### src/rtl/key_sched_pkg.sv
// Shared defaults and types for the key event scheduler and its event queue.
package key_sched_pkg;

    localparam int NUM_KEYS_DEFAULT   = 8;
    localparam int SAMPLE_DIV_DEFAULT = 32;
    localparam int FIFO_DEPTH_DEFAULT = 4;

    typedef logic [$clog2(NUM_KEYS_DEFAULT)-1:0] key_idx_t;

    // Increment with wrap for ranges that need not be a power of two.
    function automatic int wrap_inc(input int value, input int range);
        return (value + 1 >= range) ? 0 : value + 1;
    endfunction

endpackage

### src/rtl/key_evt_fifo.sv
// Key event queue: power-of-two depth, no bypass, head forced to zero while empty.
module key_evt_fifo
    import key_sched_pkg::*;
#(
    parameter int  DEPTH  = FIFO_DEPTH_DEFAULT,
    parameter type data_t = key_idx_t
) (
    input  logic                       clk,
    input  logic                       reset,
    input  logic                       push,
    input  data_t                      push_data,
    input  logic                       pop,
    output data_t                      head,
    output logic                       full,
    output logic                       empty,
    output logic [$clog2(DEPTH+1)-1:0] count
);

    localparam int PTR_W = $clog2(DEPTH);
    localparam int CNT_W = $clog2(DEPTH + 1);
    localparam logic [CNT_W-1:0] FULL_COUNT = CNT_W'(DEPTH);

    data_t            mem [DEPTH];
    logic [PTR_W-1:0] wr_ptr;
    logic [PTR_W-1:0] rd_ptr;
    logic             do_push;
    logic             do_pop;

    // A push into a full queue is accepted only when the head leaves in the same cycle.
    assign do_pop  = pop && !empty;
    assign do_push = push && (!full || do_pop);

    assign full  = (count == FULL_COUNT);
    assign empty = (count == '0);

    // NOTE: the storage array has no reset; stale contents are never observable
    // because the head is forced to zero whenever the queue is empty.
    always_ff @(posedge clk) begin
        if (do_push) begin
            mem[wr_ptr] <= push_data;
        end
    end

    // NOTE: registers use non-blocking assignments so every flop updates from
    // the values present before the edge, independent of statement order.
    always_ff @(posedge clk or posedge reset) begin
        if (reset) begin
            wr_ptr <= '0;
            rd_ptr <= '0;
            count  <= '0;
        end else begin
            if (do_push) begin
                wr_ptr <= wr_ptr + 1'b1;
            end
            if (do_pop) begin
                rd_ptr <= rd_ptr + 1'b1;
            end
            case ({do_push, do_pop})
                2'b10:   count <= count + 1'b1;
                2'b01:   count <= count - 1'b1;
                default: count <= count;
            endcase
        end
    end

    assign head = empty ? data_t'('0) : mem[rd_ptr];

endmodule

### src/rtl/key_event_scheduler.sv
// Samples raw keys on a divided tick, turns new presses into pending requests and
// queues them round-robin into a small event FIFO, flagging presses that get merged.
module key_event_scheduler
    import key_sched_pkg::*;
#(
    parameter int NUM_KEYS   = NUM_KEYS_DEFAULT,
    parameter int SAMPLE_DIV = SAMPLE_DIV_DEFAULT,
    parameter int FIFO_DEPTH = FIFO_DEPTH_DEFAULT
) (
    input  logic                        clk,
    input  logic                        reset,
    input  logic [NUM_KEYS-1:0]         keyN,
    input  logic                        evt_ready,
    input  logic                        ovf_clr,
    output logic                        evt_valid,
    output logic [$clog2(NUM_KEYS)-1:0] evt_key,
    output logic                        sample_tick,
    output logic                        overflow
);

    localparam int IDX_W = $clog2(NUM_KEYS);
    localparam int DIV_W = $clog2(SAMPLE_DIV);
    localparam int CNT_W = $clog2(FIFO_DEPTH + 1);
    localparam logic [DIV_W-1:0]    DIV_LAST = DIV_W'(SAMPLE_DIV - 1);
    localparam logic [NUM_KEYS-1:0] ONE_HOT0 = NUM_KEYS'(1);

    typedef logic [IDX_W-1:0] idx_t;

    logic [NUM_KEYS-1:0] sync_meta;
    logic [NUM_KEYS-1:0] sync_keyN;
    logic [DIV_W-1:0]    div_cnt;
    logic [NUM_KEYS-1:0] pressed;
    logic [NUM_KEYS-1:0] pending;
    idx_t                rr_ptr;

    logic [NUM_KEYS-1:0] new_press;
    logic [NUM_KEYS-1:0] grant_mask;
    logic                grant_found;
    idx_t                grant_idx;
    logic                grant;
    logic                pop;
    logic                ovf_set;
    logic                fifo_full;
    logic                fifo_empty;
    logic [CNT_W-1:0]    fifo_count_unused;

    // Released (1) is the safe reset value so no press is seen on reset release.
    always_ff @(posedge clk or posedge reset) begin
        if (reset) begin
            sync_meta <= '1;
            sync_keyN <= '1;
        end else begin
            sync_meta <= keyN;
            sync_keyN <= sync_meta;
        end
    end

    always_ff @(posedge clk or posedge reset) begin
        if (reset) begin
            div_cnt <= '0;
        end else if (div_cnt == DIV_LAST) begin
            div_cnt <= '0;
        end else begin
            div_cnt <= div_cnt + 1'b1;
        end
    end

    assign sample_tick = (div_cnt == DIV_LAST);
    assign new_press   = sample_tick ? (~sync_keyN & ~pressed) : '0;

    // NOTE: every output of this block is given a default first, so no path
    // leaves a signal unassigned and no latch is inferred.
    always_comb begin
        int cand;
        cand        = 0;
        grant_found = 1'b0;
        grant_idx   = '0;
        for (int off = 0; off < NUM_KEYS; off++) begin
            cand = int'(rr_ptr) + off;
            if (cand >= NUM_KEYS) begin
                cand = cand - NUM_KEYS;
            end
            if (!grant_found && pending[idx_t'(cand)]) begin
                grant_found = 1'b1;
                grant_idx   = idx_t'(cand);
            end
        end
    end

    assign pop        = evt_valid && evt_ready;
    assign grant      = grant_found && (!fifo_full || pop);
    assign grant_mask = grant ? (ONE_HOT0 << grant_idx) : '0;

    // A fresh press on a key still waiting (and not leaving this cycle) is merged and flagged.
    assign ovf_set = |(new_press & pending & ~grant_mask);

    always_ff @(posedge clk or posedge reset) begin
        if (reset) begin
            pressed <= '0;
            pending <= '0;
            rr_ptr  <= '0;
        end else begin
            if (sample_tick) begin
                pressed <= ~sync_keyN;
            end
            pending <= (pending & ~grant_mask) | new_press;
            if (grant) begin
                rr_ptr <= idx_t'(wrap_inc(int'(grant_idx), NUM_KEYS));
            end
        end
    end

    always_ff @(posedge clk or posedge reset) begin
        if (reset) begin
            overflow <= 1'b0;
        end else if (ovf_set) begin
            overflow <= 1'b1;
        end else if (ovf_clr) begin
            overflow <= 1'b0;
        end
    end

    key_evt_fifo #(
        .DEPTH  (FIFO_DEPTH),
        .data_t (idx_t)
    ) u_fifo (
        .clk       (clk),
        .reset     (reset),
        .push      (grant),
        .push_data (grant_idx),
        .pop       (pop),
        .head      (evt_key),
        .full      (fifo_full),
        .empty     (fifo_empty),
        .count     (fifo_count_unused)
    );

    assign evt_valid = !fifo_empty;

endmodule

### config.mk
export PLATFORM = sky130hd
export DESIGN_NAME = key_event_scheduler
export DESIGN_NICKNAME = d
export VERILOG_FILES = /design/src/rtl/key_sched_pkg.sv /design/src/rtl/key_evt_fifo.sv /design/src/rtl/key_event_scheduler.sv
export SDC_FILE = /design/constraint.sdc
export NUM_CORES = 1
export LEC_CHECK = 0
export CAP_MARGIN = 20
export CORE_ASPECT_RATIO = 0.75
export CORE_UTILIZATION = 40
export CTS_BUF_LIST = sky130_fd_sc_hd__clkbuf_4 sky130_fd_sc_hd__clkbuf_8 sky130_fd_sc_hd__clkbuf_16
export DETAILED_ROUTE_END_ITERATION = 16
export GPL_TIMING_DRIVEN = 0
export PLACE_DENSITY_LB_ADDON = 0.2
export SETUP_SLACK_MARGIN = 0.2
export SLEW_MARGIN = 20
export SYNTH_ARGS = -nofsm -noshare
export SYNTH_HDL_FRONTEND = slang
export SYNTH_SLANG_ARGS = --single-unit
### constraint.sdc
create_clock -name clk -period 5.6 [get_ports clk]
set_input_delay 1.12 -clock clk [delete_from_list [all_inputs] [get_ports clk]]
set_output_delay 1.12 -clock clk [all_outputs]
set_load 0.05 [all_outputs]
Word level (Yosys, flattened, before mapping)
Memories as Yosys holds them, arrays and structs flattened. Cells that the tools add are included.

Register bits: 48. RAM bits: 12. Output and inout port bits: 6. Word-level logic and storage cells: 138. Memories kept: 1.

Add/subtract/negate cells: 21. Order comparisons: 17. Equality and inequality tests: 4. Shift operators: 1. Multiplexer cells: 50. Bitwise gates (word level): 8. Reduce and logical (&&, ||, !) cells: 26.

Memories: u_fifo.mem (depth 4, bits a word 3, rd ports 1, clocked after memory_dff 0, write ports 1, line key_evt_fifo.sv:23) `data_t mem [DEPTH];`.

Operators with widths (count): $mux W3 (18); $and A8 B8 Y8 (4); $ge A4 B4 Y1 const B (8); $lt A3 B4 Y1 const B (8); $sub A3 B1 Y3 const B (9); $bmux W1 S3 (8); $not A8 Y8 (3); $mux W1 (20); $add A3 B3 Y4 const B (4); $mux W8 (2); $logic_and A1 B1 Y1 (11); $logic_not A1 Y1 (9); $add A3 B1 Y4 const B (2); $add A3 B2 Y4 const B (2); $or A8 B8 Y8 (1); $reduce_or A8 Y1 (1); $shl A1 B3 Y8 const A (1); $pmux W3 S2 (1); $add A5 B1 Y5 const B (1); $eq A5 B5 Y1 const B (1); $mux W5 (1); $add A2 B1 Y2 const B (2); $ge A3 B4 Y1 const B (1); $reduce_bool A2 Y1 (2); 6 further kinds (7).

Depth between registers and ports, before layout
Gate-level depths: netlist of the first run.

Depth in word-level cells: 32. Depth in mapped cells: 19.

Cells and area by module
Synthesis of the first run repeated with hierarchy kept, for this count alone.

Cells, all modules: 339. Area total of the unflattened synthesis: 3833.7 um2.

Modules (own cells, without submodules): key_event_scheduler (times used 1, cells an instance 281, area an instance 2941.6 um2, sequential area each 1046.0 um2); key_evt_fifo (times used 1, cells an instance 58, area an instance 892.1 um2, sequential area each 535.5 um2).

Worst setup path after synthesis of the first run
OpenSTA, ideal clock, no wires.

Kind: flip-flop to flip-flop. Start: register rr_ptr[1]. End: register overflow. Setup time: 0.132 ns. Data arrival time: 4.002 ns. Data required time: 5.468 ns. Slack: 1.466 ns. Stages on the path, launching flop included: 19. Path buffers: 4. Period minus slack after synthesis: 4.134 ns. Path through: dfrtp_1 buf_6 buf_2 inv_1 ha_1 buf_2 buf_2 mux2i_1 mux2i_1 o22a_1 or3_1 o211a_1 a21oi_1 ha_1 ha_1 o22ai_1 or4_1 a21oi_1 nand4_1.

Cells in the longest elaborated chain, start to end: 32.

Ends and longest elaborated chain: start: declaration (line key_event_scheduler.sv:34) `idx_t rr_ptr;`; start signal: assignment (line key_event_scheduler.sv:108) `rr_ptr <= idx_t'(wrap_inc(int'(grant_idx), NUM_KEYS));`; parallel branches: the longest is 25 deep, another holds $add A3 B1 Y4; $mux W3 * (line key_event_scheduler.sv:83) `if (!grant_found && pending[idx_t'(cand)]) begin`; via grant_idx[0] (line key_event_scheduler.sv:39) `idx_t grant_idx;`; $shl A1 B3 Y8 * (line key_event_scheduler.sv:92) `assign grant_mask = grant ? (ONE_HOT0 << grant_idx) : '0;`; $mux W8 * (line key_event_scheduler.sv:92); $not A8 Y8 * (line key_event_scheduler.sv:95) `assign ovf_set = |(new_press & pending & ~grant_mask);`; $and A8 B8 Y8 * (line key_event_scheduler.sv:95); $reduce_or A8 Y1 * (line key_event_scheduler.sv:95); $mux W1 or $reduce_bool A2 Y1 (tied branches); end signal: assignment (line key_event_scheduler.sv:115) `overflow <= 1'b0;`; end signal: assignment (line key_event_scheduler.sv:117) `overflow <= 1'b1;`; end signal: assignment (line key_event_scheduler.sv:119) `overflow <= 1'b0;`; end: declaration (line key_event_scheduler.sv:18) `output logic overflow`.

Mark *: on every way through the listed nets, which the timed path passes. The select of a mux whose other input is x is not followed. A chain may end at the register's enable or synchronous reset.

Worst setup path in the final report of the first run
Same ends and word-level chain as after synthesis.

==> results of run 1 <==
flip-flops by register name (all words and copies together), names as in the netlist, 3 cells and up:
name	flops
sync_meta	8
u_fifo.mem	12
pending	8
rr_ptr	3
div_cnt	5
sync_keyN	8
pressed	8
u_fifo.count	3
cell usage after synthesis (all sizes together) (10+ instances only):
| library cell | n | share of area [%] |
|---|---|---|
| inv | 21 | 2.2 |
| a21oi | 19 | 2.6 |
| edfxtp | 12 | 10 |
| nor2 | 18 | 1.9 |
| buf | 12 | 2.2 |
| dfstp | 16 | 12 |
| mux4 | 17 | 11 |
| and2 | 11 | 1.9 |
| nand3 | 12 | 1.7 |
| clkbuf | 12 | 1.2 |
| o21ai | 10 | 1.4 |
| ha | 15 | 5.2 |
| nand2 | 23 | 2.4 |
| dfrtp | 32 | 22 |
| mux2i | 17 | 4.8 |
worst paths after layout:
check | from | end | slack [ns] | cells past startpoint
max | rr_ptr[1] | overflow | 0.82 | 18
min in group asynchronous | reset | u_fifo.wr_ptr[0] | 1.11 | 2
min reg2reg | sync_meta[0] | sync_keyN[0] | 0.35 | 0
max in group asynchronous | reset | sync_meta[0] | 3.92 | 3
min | sync_meta[0] | sync_keyN[0] | 0.35 | 0
max reg2reg | rr_ptr[1] | overflow | 0.82 | 18
cell type report:
type                       instances  area share [%]
buffer                            24           2.952
sequential                        60           37.32
tap                              108           3.189
inverter                          21           1.860
clock inverter                     4          0.5314
timing repair buffer              18           4.488
multi-input combinational        220           43.40
clock buffer                      12           6.259
logic make-up after synthesis:
kind of cell             share of synthesized area [%]
AND/OR/NAND/NOR                                  12.58
AO/OA/AOI/OAI                                    12.54
flip-flops                                       43.68
buffers and inverters                            5.632
multiplexers                                     16.72
adder cells (fa/ha/maj)                          5.736
XOR/XNOR                                         3.110
routing by layer:
metal / up-vias / GRT usage (%)
met1: 1257 / 24.85
met2: 52 / 26.37
met3: 5 / 4.116
met4: 0 / 7.248
met5: - / 0
li1: 1228 / -
stage by stage:
step	util (%)	setup WS, ns
finish	49.07	0.8220
global route	49.07	0.4317
CTS	49.03	0.5869
detailed placement	45.70	0.6092
global placement	45.47	0.6998
floorplan	-	1.466
critical path, delay by kind of cell, from the launching register on:
family | cells | cell delay, ns
AO/OA/AOI/OAI | 5 | 1.09
adder cells (fa/ha/maj) | 3 | 0.77
buffers and inverters | 5 | 1.05
flip-flops | 1 | 0.37
multiplexers | 2 | 0.49
AND/OR/NAND/NOR | 3 | 0.88
==> qor.csv, run 1 <==
stage,metric,value,unit
outcome,status,completed,
finish,area_growth,17.04,%
synth,synth_edf_count,12,
synth,syn-cell-area,3621,sq um
sta,hold_violations,0,
finish,layout_commonest_cell,dfrtp_1,
clock_network,hold_buffers,0,
synth,synthDistinctLibCells,64,
sta,drv_slew,0,
drt,wl_met2,3418,microns
sta,period_minus_slack,4.778,ns
synth,synth_cells,325,
placed_design,hpwlAfterDp,5618,microns
synth,ys_seq_elements,60,
critical_path,arrival,4.97,ns
critical_path,path_max_fanout,10,
clock_network,clkSinkCount,60,
drt,num_vias,2542,
clock_network,h-tree-depth,3,
global_routing,track_usage,17.68,%
clock_network,cts_root_buf,clkbuf_16,
synth,syn-num-nets,353,
placed_design,port_buffers,17,
critical_path,cp_slowest_cell,or4_1,
finish,diodes,0,
finish,layout.nets,382,
drt,top_layer_used,met4,
placed_design,routabilityCongestion,0.9089,
finish,drive_gt1_share,20.89,%
sta,final.setup.tns,0,ns
clock_network,clkTransAtPathRegs,0.05,ns
finish,design_area,4238,sq um
synth,async_reset_ff_share,80.00,%
clock_network,cts_buffers,9,
drt,met1Wirelength,3699,microns
die,rows,29,
critical_path,start_kind,flip-flop,
die,floorplan.io_pins,18,
placed_design,placed_cells,451,
critical_path,critPathKind,reg -> reg,
die,dieArea,9441,sq um
clock_network,post_cts_buffers,0,
drt,dr.pass1.iters,4,
drt,drc,0,
die,core_area,8636,sq um
finish,seq_area,1582,sq um
drt,route.antenna.remaining_nets,0,
finish,fill_cells,775,
synth,synth_area_per_cell,11.14,sq um
finish,mostFrequentLayoutCells,"dfrtp_1, nand2_1, inv_1",
synth,yosysWarnings,0,
global_routing,globalRouteOverflowTotal,0,
drt,wl_met3,365,microns
global_routing,grt_pass1_vias,2591,
global_routing,antenna_found_initial,0,
sta,worst_clock_skew,0.005331,ns
clock_network,clockBufferDepth,2,
drt,wl_per_cell,16.19,microns
sta,fin_crit_sh,85.32,%
global_routing,grt_first_pass_wirelength,12880,microns
global_routing,grt_start_max_net_pins,32,
die,fp.dieH,84.40,microns
flow_run,drv_cap,0,
critical_path,crit_path_cell_trace,"buf_6, buf_2, inv_1, ha_1, buf_2, buf_2, mux2i_1, mux2i_1, o22a_1, or3_1, o211a_1, a21oi_2, ha_1, ha_1, o22ai_1, or4_1, a21oi_1, nand4_1",
critical_path,cpPeakStageDelay,0.39,ns
critical_path,worstSetupEndpointType,flip-flop,
clock_network,worstSkewPairLatency,0.33,ns
clock_network,ctsResizeCount,0,
sta,holdWs,0.3517,ns
die,initial_core_util,41.93,%
sta,slew_headroom,57.07,%
sta,setup_viol,0,
sta,rsz0062_at_grt,false,
drt,vias_per_cell,5.443,
critical_path,crit_required,5.79,ns
synth,ys.flop_type,dfrtp_1,
finish,layout.cells.non_filler,467,
drt,dr.first_iter.drc_count,218,
sta,worst_pin_slew,0.6440,ns
finish,multiInputGateArea,1839,sq um
synth,yosysSeqAreaShare,43.68,%
die,die_w,111.9,microns
sta,fmax,0.2093,GHz
placed_design,dpl_cell_area,3946,sq um
drt,wl,7561,microns
min_path,min_path_type,reg -> reg,
clock_network,cts_tree,built,
Power of run 1 is left out: the tool's default activity adds up to more than one toggle a clock period on the data nets, which glitch-free logic cannot reach.
==> inputs of run 2 (changes only) <==
CORE_MARGIN = 1.5   (was unset)
SLEW_MARGIN = 30   (was 20)
==> run 2 against run 1 <==
Effect of this change:
- largest cell class unchanged
- global-route usage decreased by 0.61 points
- non-clock buffer count shrank 1
- cell count shrank 0.21%
- core utilization down 0.072 points
- sequential share of layout area is 0.055 points higher
- register-to-register slack lost 0.26 ns
- clock-buffer cell count increased by 1
- flip-flop and latch count unchanged
- die area rose by 2.1%
- final area is 0.15% lower
- critical path type unchanged
- fmax decreased by 5.2%
==> qor.csv, run 2 (synthesis gave the netlist of run 1 again) <==
stage,metric,value,unit
sta,final.setup.tns,0,ns
min_path,min_from,sync_meta[7],
placed_design,dpl_cell_area,3929,sq um
finish,largest_reg_flops,12,
finish,multiInputGateArea,1836,sq um
finish,largest-register,u_fifo.mem,
critical_path,crit_required,5.79,ns
sta,hold_violations,0,
die,rows,29,
die,floorplan.io_pins,18,
finish,fin_util,49.00,%
drt,vias_per_cell,5.562,
drt,num_vias,2592,
clock_network,cts_buffers,9,
outcome,status,completed,
finish,design_area,4232,sq um
sta,worst_pin_slew,0.6724,ns
drt,wl,7755,microns
finish,drive_gt1_share,20.39,%
global_routing,grt_start_max_net_pins,49,
finish,seq_area,1582,sq um
clock_network,clockBufferDepth,2,
placed_design,port_buffers,17,
critical_path,r2r-end,overflow,
drt,drc,0,
die,core_area,8636,sq um
clock_network,clkSinkCount,60,
finish,mostFrequentLayoutCells,"dfrtp_1, nand2_1, inv_1, a21oi_1, nor2_1",
min_path,min_path_type,reg -> reg,
placed_design,hpwlAfterDp,5726,microns
critical_path,path_max_fanout,10,
critical_path,worstSetupEndpointType,flip-flop,
global_routing,track_usage,17.07,%
critical_path,reg2reg_slack,0.56,ns
min_path,whs_path_depth,0,
sta,rsz0062_at_grt,false,
die,initial_core_util,41.93,%
sta,fin_crit_sh,90.02,%
drt,route.antenna.remaining_nets,0,
min_path,hold_end,sync_keyN[7],
die,fp.dieH,85.40,microns
global_routing,globalRouteOverflowTotal,0,
global_routing,grt_first_pass_wirelength,12620,microns
clock_network,cts_tree,built,
global_routing,antenna_found_initial,0,
critical_path,arrival,5.23,ns
drt,wl_per_cell,16.64,microns
critical_path,r2r.worst_path.cells,18,
finish,diodes,0,
sta,fmax,0.1984,GHz
sta,period_minus_slack,5.041,ns
drt,dr.pass1.iters,4,
critical_path,start_kind,flip-flop,
sta,drv_slew,0,
clock_network,post_cts_buffers,0,
critical_path,critPathKind,reg -> reg,
clock_network,clkTransAtPathRegs,0.05,ns
sta,worst_clock_skew,0.006514,ns
sta,slew_headroom,55.17,%
placed_design,routabilityCongestion,0.8934,
flow_run,drv_cap,0,
finish,area_growth,16.86,%
clock_network,worstSkewPairLatency,0.33,ns
drt,dr.first_iter.drc_count,223,
sta,setup_viol,0,
clock_network,h-tree-depth,3,
critical_path,timing.rr.start,rr_ptr[1],
finish,fill_cells,800,
global_routing,grt_pass1_vias,2474,
die,dieArea,9638,sq um
die,die_w,112.9,microns
finish,layout.nets,381,
finish,layout_commonest_cell,dfrtp_1,
clock_network,hold_buffers,0,
placed_design,placed_cells,450,
clock_network,ctsResizeCount,0,
finish,layout.cells.non_filler,466,
clock_network,cts_root_buf,clkbuf_16,
## run 2: how the worst max path moves through the flow
stage | start | endpoint | slack [ns] | depth (start not counted)
after detailed placement | rr_ptr[1] | overflow | 0.61 | 18
after CTS | rr_ptr[1] | overflow | 0.60 | 18
after floorplan | rr_ptr[1] | overflow | 1.47 | 18
final | rr_ptr[1] | overflow | 0.56 | 18
after global placement | rr_ptr[1] | overflow | 0.68 | 18
after global routing | rr_ptr[1] | overflow | 0.24 | 18
## run 2: routing by layer
layer / vias up / wire [microns] / global-route usage (%)
met5: - / 0 / 0
met4: 0 / 117 / 6.136
met3: 11 / 313 / 3.429
met2: 49 / 3475 / 25.17
met1: 1306 / 3847 / 25.10
li1: 1226 / - / -
## run 2: layout make-up
cell class              instances  area share, %
clock inverters                 3         0.4140
well taps                     108          3.193
plain buffers                  24          2.957
multi-input cells             220          43.38
inverters                      21          1.922
flip-flops and latches         60          37.37
repair buffers                 17          4.021
clock buffers                  13          6.742
## run 2: per-stage QoR
stage / hold slack [ns] / setup WS (ns)
after floorplan: 0.3452 / 1.466
after global placement: 0.3462 / 0.6764
after detailed placement: 0.3472 / 0.6137
after CTS: 0.3547 / 0.6018
after global routing: 0.3579 / 0.2366
final: 0.3536 / 0.5591
## run 2: worst max-delay path, stage by stage, from the launching register on
cell,delay [ns]
dfrtp_1,0.36
buf_6,0.14
buf_2,0.27
inv_1,0.17
ha_1,0.31
buf_2,0.18
buf_2,0.28
mux2i_1,0.34
mux2i_1,0.14
o22a_1,0.29
or3_1,0.38
o211a_1,0.26
a21oi_1,0.51
ha_1,0.31
ha_1,0.21
o22ai_1,0.08
or4_1,0.40
a21oi_1,0.15
nand4_1,0.11
Power of run 2 is left out for the same reason.
==> inputs of run 3 (changes only) <==
PLACE_DENSITY_LB_ADDON = unset   (was 0.2)
==> run 3 against run 2 <==
Effect of this change:
- sequential share of layout area is 0.24 points higher
- flip-flop and latch count did not move
- setup slack improved by 0.10 ns
- core utilization is 0.32 points lower
- die area unchanged
- register-to-register slack improved by 0.10 ns
- cell count is the same
- largest cell class unchanged
- via count grew 1.9%
- critical endpoint unchanged
- global-route usage increased by 0.78 points
- first-iteration DRC count is 12% higher
- final area fell by 0.65%
==> qor.csv, run 3 (synthesis gave the netlist of run 1 again) <==
stage,metric,value,unit
finish,layout.nets,381,
finish,layout_commonest_cell,dfrtp_1,
clock_network,h-tree-depth,3,
finish,largest_reg_flops,12,
sta,fin_crit_sh,88.23,%
clock_network,cts_buffers,9,
finish,drive_gt1_share,20.67,%
outcome,status,completed,
sta,slew_headroom,53.24,%
global_routing,grt_start_max_net_pins,49,
finish,design_area,4204,sq um
die,die_w,112.9,microns
global_routing,globalRouteOverflowTotal,0,
sta,fmax,0.2024,GHz
drt,dr.pass1.iters,5,
die,core_area,8636,sq um
global_routing,grt_first_pass_wirelength,13390,microns
clock_network,clockBufferDepth,2,
clock_network,cts_root_buf,clkbuf_16,
critical_path,crit_required,5.79,ns
clock_network,hold_buffers,0,
die,rows,29,
finish,area_growth,16.10,%
drt,wl_per_cell,17.10,microns
die,dieArea,9638,sq um
sta,hold_violations,0,
finish,diodes,0,
sta,worst_clock_skew,0.003466,ns
critical_path,start_kind,flip-flop,
placed_design,dpl_cell_area,3929,sq um
critical_path,critPathKind,reg -> reg,
sta,final.setup.tns,0,ns
placed_design,pre_cts_ws,0.5111,ns
drt,dr.first_iter.drc_count,250,
global_routing,track_usage,17.85,%
clock_network,clkTransAtPathRegs,0.05,ns
placed_design,port_buffers,17,
die,fp.dieH,85.40,microns
global_routing,grt_pass1_vias,2691,
min_path,min_path_type,reg -> reg,
finish,mostFrequentLayoutCells,"dfrtp_1, nand2_1, inv_1",
clock_network,clkSinkCount,60,
critical_path,arrival,5.13,ns
drt,wl,7969,microns
drt,vias_per_cell,5.667,
die,initial_core_util,41.93,%
die,floorplan.io_pins,18,
drt,route.antenna.remaining_nets,0,
sta,fin_ws,0.6592,ns
drt,num_vias,2641,
finish,largest-register,u_fifo.mem,
sta,worst_pin_slew,0.7015,ns
placed_design,routabilityCongestion,0.8426,
sta,period_minus_slack,4.941,ns
clock_network,cts_tree,built,
sta,drv_slew,0,
placed_design,hpwlAfterDp,5765,microns
critical_path,worstSetupEndpointType,flip-flop,
sta,rsz0062_at_grt,false,
clock_network,worstSkewPairLatency,0.33,ns
flow_run,drv_cap,0,
critical_path,path_max_fanout,10,
sta,setup_viol,0,
drt,drc,0,
global_routing,antenna_found_initial,0,
[run 3: per-stage QoR]
stage / std cells / hold slack [ns] / util [%]
floorplan: 325 / 0.3452 / -
finish: 466 / 0.3534 / 48.68
detailed placement: 450 / 0.3468 / 45.49
CTS: 466 / 0.3543 / 48.64
global route: 466 / 0.3562 / 48.68
global placement: 450 / 0.3457 / 45.47
[run 3: final cells by class]
cell class                      count  area, sq um
Fill cell                         801         4432
Multi-Input combinational cell    220         1839
Sequential cell                    60         1582
Clock buffer                       10        232.7
Timing Repair Buffer               17        170.2
Tap cell                          108        135.1
Buffer                             24        125.1
Inverter                           21        81.33
Clock inverter                      6        38.79
[run 3: worst paths after layout]
path	start	end	slack, ns	depth (start not counted)
setup / recovery	rr_ptr[1]	overflow	0.66	18
hold / removal	sync_meta[3]	sync_keyN[3]	0.35	0
setup reg to reg	rr_ptr[1]	overflow	0.66	18
hold reg to reg	sync_meta[3]	sync_keyN[3]	0.35	0
max in group asynchronous	reset	pending[2]	3.98	2
min in group asynchronous	reset	pressed[5]	1.23	2
[run 3: repair_timing]
item | CTS | global route
endpoints found under the setup margin | 0 | 1
resized for setup | 0 | 1
buffers inserted | 0 | 0
[run 3: metal layers]
metal	share of wire (%)	up-vias	GRT usage, %
met5	0	-	0
met4	1.2	0	6.250
met3	5.8	12	4.286
met2	45	81	27.72
met1	48	1324	24.69
li1	-	1224	-
[run 3: worst max-delay path, stage by stage (launching register included)]
cell and delay (ns):
dfrtp_1 0.37, buf_6 0.14, buf_2 0.27, inv_1 0.19
ha_1 0.31, buf_2 0.18, buf_2 0.28, mux4_2 0.41
mux2i_1 0.42, and2_1 0.22, nor3b_1 0.25, a21oi_1 0.16
a21oi_2 0.38, ha_1 0.25, ha_1 0.21, o22ai_1 0.09
or4_1 0.39, a21oi_1 0.14, nand4_1 0.13
Power of run 3 is left out for the same reason.
